### config.mk
export PLATFORM = sky130hd
export DESIGN_NAME = bus_region_decoder
export DESIGN_NICKNAME = d
export VERILOG_FILES = /design/src/rtl/bus_region_decoder.sv
export SDC_FILE = /design/constraint.sdc
export NUM_CORES = 1
export LEC_CHECK = 0
export ABC_AREA = 1
export CORE_ASPECT_RATIO = 1.4
export CORE_MARGIN = 3
export CORE_UTILIZATION = 46
export CTS_BUF_LIST = sky130_fd_sc_hd__clkbuf_16
export DETAILED_ROUTE_END_ITERATION = 8
export MAX_ROUTING_LAYER = met4
export PLACE_DENSITY = 0.83
export SLEW_MARGIN = 40
export SYNTH_ARGS = -nofsm -noshare
export SYNTH_HDL_FRONTEND = slang
export SYNTH_SLANG_ARGS = --single-unit
### constraint.sdc
create_clock -name BCLK -period 4.4 [get_ports BCLK]
set_input_delay 0.88 -clock BCLK [delete_from_list [all_inputs] [get_ports BCLK]]
set_output_delay 0.88 -clock BCLK [all_outputs]
set_load 0.005 [all_outputs]
### src/rtl/bus_region_decoder.sv
// Registered 68040 local-bus region decoder: latches A on nTS, holds a one-hot
// select until nTA/nTEA, and raises its own bus error on unmapped or hung transfers.
module bus_region_decoder #(
    parameter int                 NREG        = 4,
    parameter logic [NREG*32-1:0] REGION_BASE = {32'h6000_0000, 32'h4000_0000,
                                                 32'h2000_0000, 32'h0000_0000},
    parameter logic [NREG*32-1:0] REGION_MASK = {4{32'hE000_0000}},
    parameter int                 TIMEOUT     = 255
) (
    input  logic            BCLK,
    input  logic            nRESET,
    input  logic [31:0]     A,
    input  logic            nTS,
    input  logic            nTA_in,
    input  logic            nTEA_in,
    output logic [NREG-1:0] sel,
    output logic            busy,
    output logic            nTEA_out,
    output logic            timeout
);

    localparam int             CW    = $clog2(TIMEOUT + 1);
    localparam logic [CW-1:0]  TLAST = CW'(TIMEOUT - 1);

    typedef enum logic [1:0] {
        IDLE,
        ACTIVE,
        ERR
    } state_t;

    state_t          state;
    logic [CW-1:0]   cnt;
    logic [NREG-1:0] hit;

    // Scanning from the top down lets the lowest matching index overwrite the
    // rest, so overlapping regions always yield a single one-hot select.
    always_comb begin
        // NOTE: default first so every path assigns hit and no latch is inferred.
        hit = '0;
        for (int i = NREG - 1; i >= 0; i--) begin
            if ((A & REGION_MASK[32*i +: 32]) ==
                (REGION_BASE[32*i +: 32] & REGION_MASK[32*i +: 32])) begin
                hit    = '0;
                hit[i] = 1'b1;
            end
        end
    end

    // NOTE: non-blocking assignments for all state so every register samples
    // the pre-edge values regardless of statement order.
    always_ff @(posedge BCLK or negedge nRESET) begin
        if (!nRESET) begin
            state    <= IDLE;
            sel      <= '0;
            busy     <= 1'b0;
            nTEA_out <= 1'b1;
            timeout  <= 1'b0;
            cnt      <= '0;
        end else begin
            case (state)
                IDLE: begin
                    if (!nTS) begin
                        busy    <= 1'b1;
                        timeout <= 1'b0;
                        cnt     <= '0;
                        if (|hit) begin
                            sel   <= hit;
                            state <= ACTIVE;
                        end else begin
                            nTEA_out <= 1'b0;
                            state    <= ERR;
                        end
                    end
                end

                ACTIVE: begin
                    // Slave termination is checked first so it beats a
                    // timeout expiring on the same edge.
                    if (!nTA_in || !nTEA_in) begin
                        sel   <= '0;
                        busy  <= 1'b0;
                        state <= IDLE;
                    end else if (cnt == TLAST) begin
                        sel      <= '0;
                        nTEA_out <= 1'b0;
                        timeout  <= 1'b1;
                        state    <= ERR;
                    end else if (cnt != '1) begin
                        cnt <= cnt + 1'b1;
                    end
                end

                ERR: begin
                    nTEA_out <= 1'b1;
                    busy     <= 1'b0;
                    state    <= IDLE;
                end

                default: state <= IDLE;
            endcase
        end
    end

endmodule

Yosys cells after proc, flatten, opt, wreduce, memory -nomap -nowiden:

Cells that the tools add are included.

* output and inout port bits: 7
* register bits after elaboration: 17
* bits of input ports: 37

* mux-type cells: 31
* $add $sub $neg: 1
* reduce and logical (&&, ||, !) cells: 14
* equal/unequal tests: 16

Operators by type and width (number)
* $logic_not A32 Y1: 1
* $mux W4: 8
* $mux W8: 4
* $ne A2 B2 Y1 const B: 8
* $pmux W8 S2: 1
* $reduce_and A5 Y1: 2
* $mux W1: 9
* $add A8 B1 Y8 const B: 1
* $eq A8 B8 Y1 const B: 1
* $mux W2: 4
* $ne A8 B8 Y1 const B: 1
* $pmux W4 S2: 1
* $reduce_and A4 Y1: 2
* $eq A3 B2 Y1 const B: 2
* $pmux W1 S3: 2
* $pmux W2 S2: 1
* $reduce_or A4 Y1: 1
* $eq A3 B1 Y1 const B: 1
* $ne A3 B3 Y1 const B: 1
* $reduce_and A3 Y1: 1
* $reduce_bool A3 Y1: 1
* $eq A2 B1 Y1 const B: 1
* $eq A2 B2 Y1 const B: 1
* $logic_not A1 Y1: 2
* other kinds (5): 5

Depth between registers and ports, before layout:

* depth after elaboration: 9
* gate-level depth with buffers: 9
* mapped depth without buffers: 9

Least setup slack after synthesis:

OpenSTA, ideal clock, no wires.

* path kind: input-to-reg
* start point: input nTS
* end point: register cnt[4]
* buffers on the path: 1
* stages: 7
* library setup time: 0.118 ns
* setup slack: 2.738 ns
* arrival: 1.545 ns
* cells stage by stage: nand2_1 -> o21ai_2 -> nor2_2 -> nand2_4 -> buf_6 -> nand2_1 -> o21ai_2

* cells in the longest elaborated chain, start to end: 2

Ends and longest elaborated chain
* start, declared: RTL line 13 `input logic nTS,`
* $ne A2 B2 Y1 (no line)
* $reduce_and A5 Y1 (no line)
* end signal, assigned: RTL line 89 `cnt <= cnt + 1'b1;`
* end, declared: RTL line 32 `logic [CW-1:0] cnt;`

Every way passes these cells.
A chain may end at the register's enable or synchronous reset.

Worst setup path in the final report:

* start point: register nTEA_out
* end point: output nTEA_out

RTL lines
* start, declared: RTL line 18 `output logic nTEA_out,`
* start signal, assigned: RTL line 56 `nTEA_out <= 1'b1;`
* start signal, assigned: RTL line 70 `nTEA_out <= 1'b0;`
* start signal, assigned: RTL line 85 `nTEA_out <= 1'b0;`

No word-level cell between the ends.

==> impl_results.md <==
- Status: finished, final reports clean
- Tcrit/Tclk final: 48.6%
- CP max stage delay: 520 ps
- CTS root buf: clkbuf_16
- Total CTS buffers: 3
- Antenna cell count: 0
- Setup crit end kind: output pin
- CP Max Fanout: 2
- Iteration-0 DRC count of the detailed router: 26
- CTS sink cnt: 17
- #FFs+latches synth: 17
- Avg Inst Size Synth: 7.33 um2
- Post-synth top flop: dfrtp_1
- Top cells by area, synth: dfrtp_1 (37%), nand2_1 (17%), ha_1 (6.9%), nand3_1 (6.5%), nor2_1 (4.8%)
- Core box area: 0.00220 mm2
- Slew @ Worst Pin: between 700 and 800 ps
- Post-route minimum period: 2140 ps
- Final Core Density: 59.0%
- Worst min path class: flip-flop to flip-flop
- Setup TNS: 0 ps
- Synth async-reset ratio: 100%
- Antenna viol nets, final: 0
- Fillers: 192
- Residual DRC: 0
- Port-buffer cells: 14
- FMAX: about 0.47 GHz
- Via count of the first global-routing pass: 990
- Worst EP required: 3520 ps
- Max-slew violation count: 0
- NumNets Final: 206
- Top cell type's share of synthesized area: 36.9%
- DP Worst Slack: 2300 ps
- R2R Setup Slk: 2550 ps
- TritonCTS clock tree: yes
- Starting density of the core: between 40 and 50%
- Syn_nets: between 150 and 200
- Critical path depth: 1
- Final Hold Viols: 0
- Max-slew headroom: 47.6%
- Post-synth cell types: 25
- Vias per cell: roughly 5.3
- All-layer global routing usage: 18.4%
- Worst reg-to-reg path cell count: 8
- Die height: 63.5 um
- Final setup margin: 2260 ps
- RSZ-0062 raised after global routing: no
- Register Area: 427 um2
- Worst-case clock buffer depth: 2
- TritonRoute pass-1 iters: 4
- Post-synth EDFFs: 0
- Clk slew on worst S/H paths: 50 ps
- Max_cap viols: 0
- Die ar.: 0.00299 mm2
- I/O pin count: 44
- Final Skew: about 4 ps
- Crit. Startpoint: nTEA_out$_DFFE_PN1P_
- WL per Instance: 12.0 um
- Synth cell count leaders: nand2_1 (50), dfrtp_1 (16), nand3_1 (14), nor2_1 (14), inv_1 (12)
- Seq/Total Area, Yosys: 39.3%
- RR Endpoint: sel[0]$_DFFE_PN0P_
- Die W: approximately 47 um
- Max IR drop VDD: ~0.00028 V
- Crit path launch type: flip-flop
- CTS H-tree lvls: 1
- Antenna violations before repair: 0
- Cell family with most CP delay: flip-flops
- Syn-to-layout area delta: 19.8%
- Reg-to-Reg Start: state[1]$_DFFE_PN0P_
- First-pass GRT wire length: 4040 um
- Clk_lat worst skew: 250 ps
- Num rows: 20
- WL final: 2210 um
- Total power: a little under 700 uW
- Post-cts resize count: 0
- # hold bufs at CTS: 0
- Gp weighted congestion: 0.813
- Worst Setup Path Type: flip-flop to output pin
- Yosys warnings: 0
- Area of the multi-input gates: ~580 um2
- CP Buf/Inv Count: 1
- Cell count after synthesis: between 100 and 150
- Layout cells sized above 1: 8.64%
- Cell taking the most area after synthesis: dfrtp_1
- Setup crit end: nTEA_out
- Pin count of the biggest net entering global routing: 18
- Netlist area before placement: approximately 0.0011 mm2
- Remaining Overflow, GRT: 0
- Critical-path cell list: clkdlybuf4s50_1
- Setup Viol. Count Final: 0
- PD cells: roughly 530 mW/mm2
- Setup Fix Bufs, Post-CTS: 0
- DR vias: 966
- Most common cell in the netlist: nand2_1
- Leakage: 0.000601 uW
- Slowest CP cell: dfstp_2
- Detail Placement HPWL: 1590 um
- Worst path arrival time: 1260 ps
- Min Hold Slack: 461 ps
placed cells by master, fill, tap and decap left out:
| cell type | instances |
|---|---|
| nand2_4 | 1 |
| nand3_2 | 1 |
| clkbuf_16 | 3 |
| inv_1 | 13 |
| inv_2 | 1 |
| dfstp_2 | 1 |
| or2_2 | 1 |
| nand2_2 | 1 |
| a21oi_2 | 1 |
| nand2_1 | 50 |
| nand3_1 | 14 |
| dfrtp_1 | 16 |
| xor2_1 | 1 |
| nor2_2 | 2 |
| o21ai_2 | 2 |
| a21oi_1 | 1 |
| ha_1 | 6 |
| nor2_1 | 14 |
| o21bai_1 | 2 |
| clkdlybuf4s50_1 | 14 |
| o21ai_0 | 1 |
| nand4_1 | 5 |
| o21ai_1 | 7 |
| nor3_1 | 4 |
metal layers:
layer | part of all wire (%) | routed length, um | track usage (%)
met1 | 40 | 885 | 20.5
met2 | 56 | 1230 | 30.8
met3 | 2.9 | 64 | 2.57
met4 | 1.2 | 26 | 8.65
met5 | 0 | 0 | -
logic make-up (layout without fill, tap and decap cells):
logic type               Yosys count  after routing  share of synthesized area (%)
buffers and inverters             17             31                           7.38
AO/OA/AOI/OAI                     14             14                           7.96
flip-flops                        17             17                           39.3
AND/OR/NAND/NOR                   93             93                           37.6
adder cells (fa/ha/maj)            6              6                           6.92
XOR/XNOR                           1              1                          0.808
registers in the layout, indices dropped and copies added, names as in the netlist:
name	count
cnt	8
timeout	1
sel	4
state	2
nTEA_out	1
busy	1
layout make-up:
cell class              instances  area share (%)
flip-flops and latches         17            32.8
clock inverters                 1           0.289
clock buffers                   3            5.77
well taps                      22            2.12
repair buffers                 14            10.8
multi-input cells             114            44.5
inverters                      13            3.75
worst min path at each step:
stage | end | startpoint | slack [ps] | cells past startpoint
after global routing | nTEA_out$_DFFE_PN1P_ | nTEA_out$_DFFE_PN1P_ | 480 | 2
after CTS | nTEA_out$_DFFE_PN1P_ | nTEA_out$_DFFE_PN1P_ | 460 | 2
final | nTEA_out$_DFFE_PN1P_ | nTEA_out$_DFFE_PN1P_ | 460 | 2
after global placement | nTEA_out$_DFFE_PN1P_ | nTEA_out$_DFFE_PN1P_ | 450 | 2
after floorplan | nTEA_out$_DFFE_PN1P_ | nTEA_out$_DFFE_PN1P_ | 450 | 2
after detailed placement | nTEA_out$_DFFE_PN1P_ | nTEA_out$_DFFE_PN1P_ | 460 | 2
where the power goes:
part	internal, uW	switching [uW]	leakage [uW]
registers	196	28.6	0.000226
clock network	121	58.2	0.0000423
logic	112	174	0.000332
metrics by stage:
step                area, um2  instances
floorplan                1080        148
finish                   1300        184
detailed placement       1220        180
global route             1300        184
CTS                      1300        184
global placement         1220        180
Power figures use the tool's default switching activity.
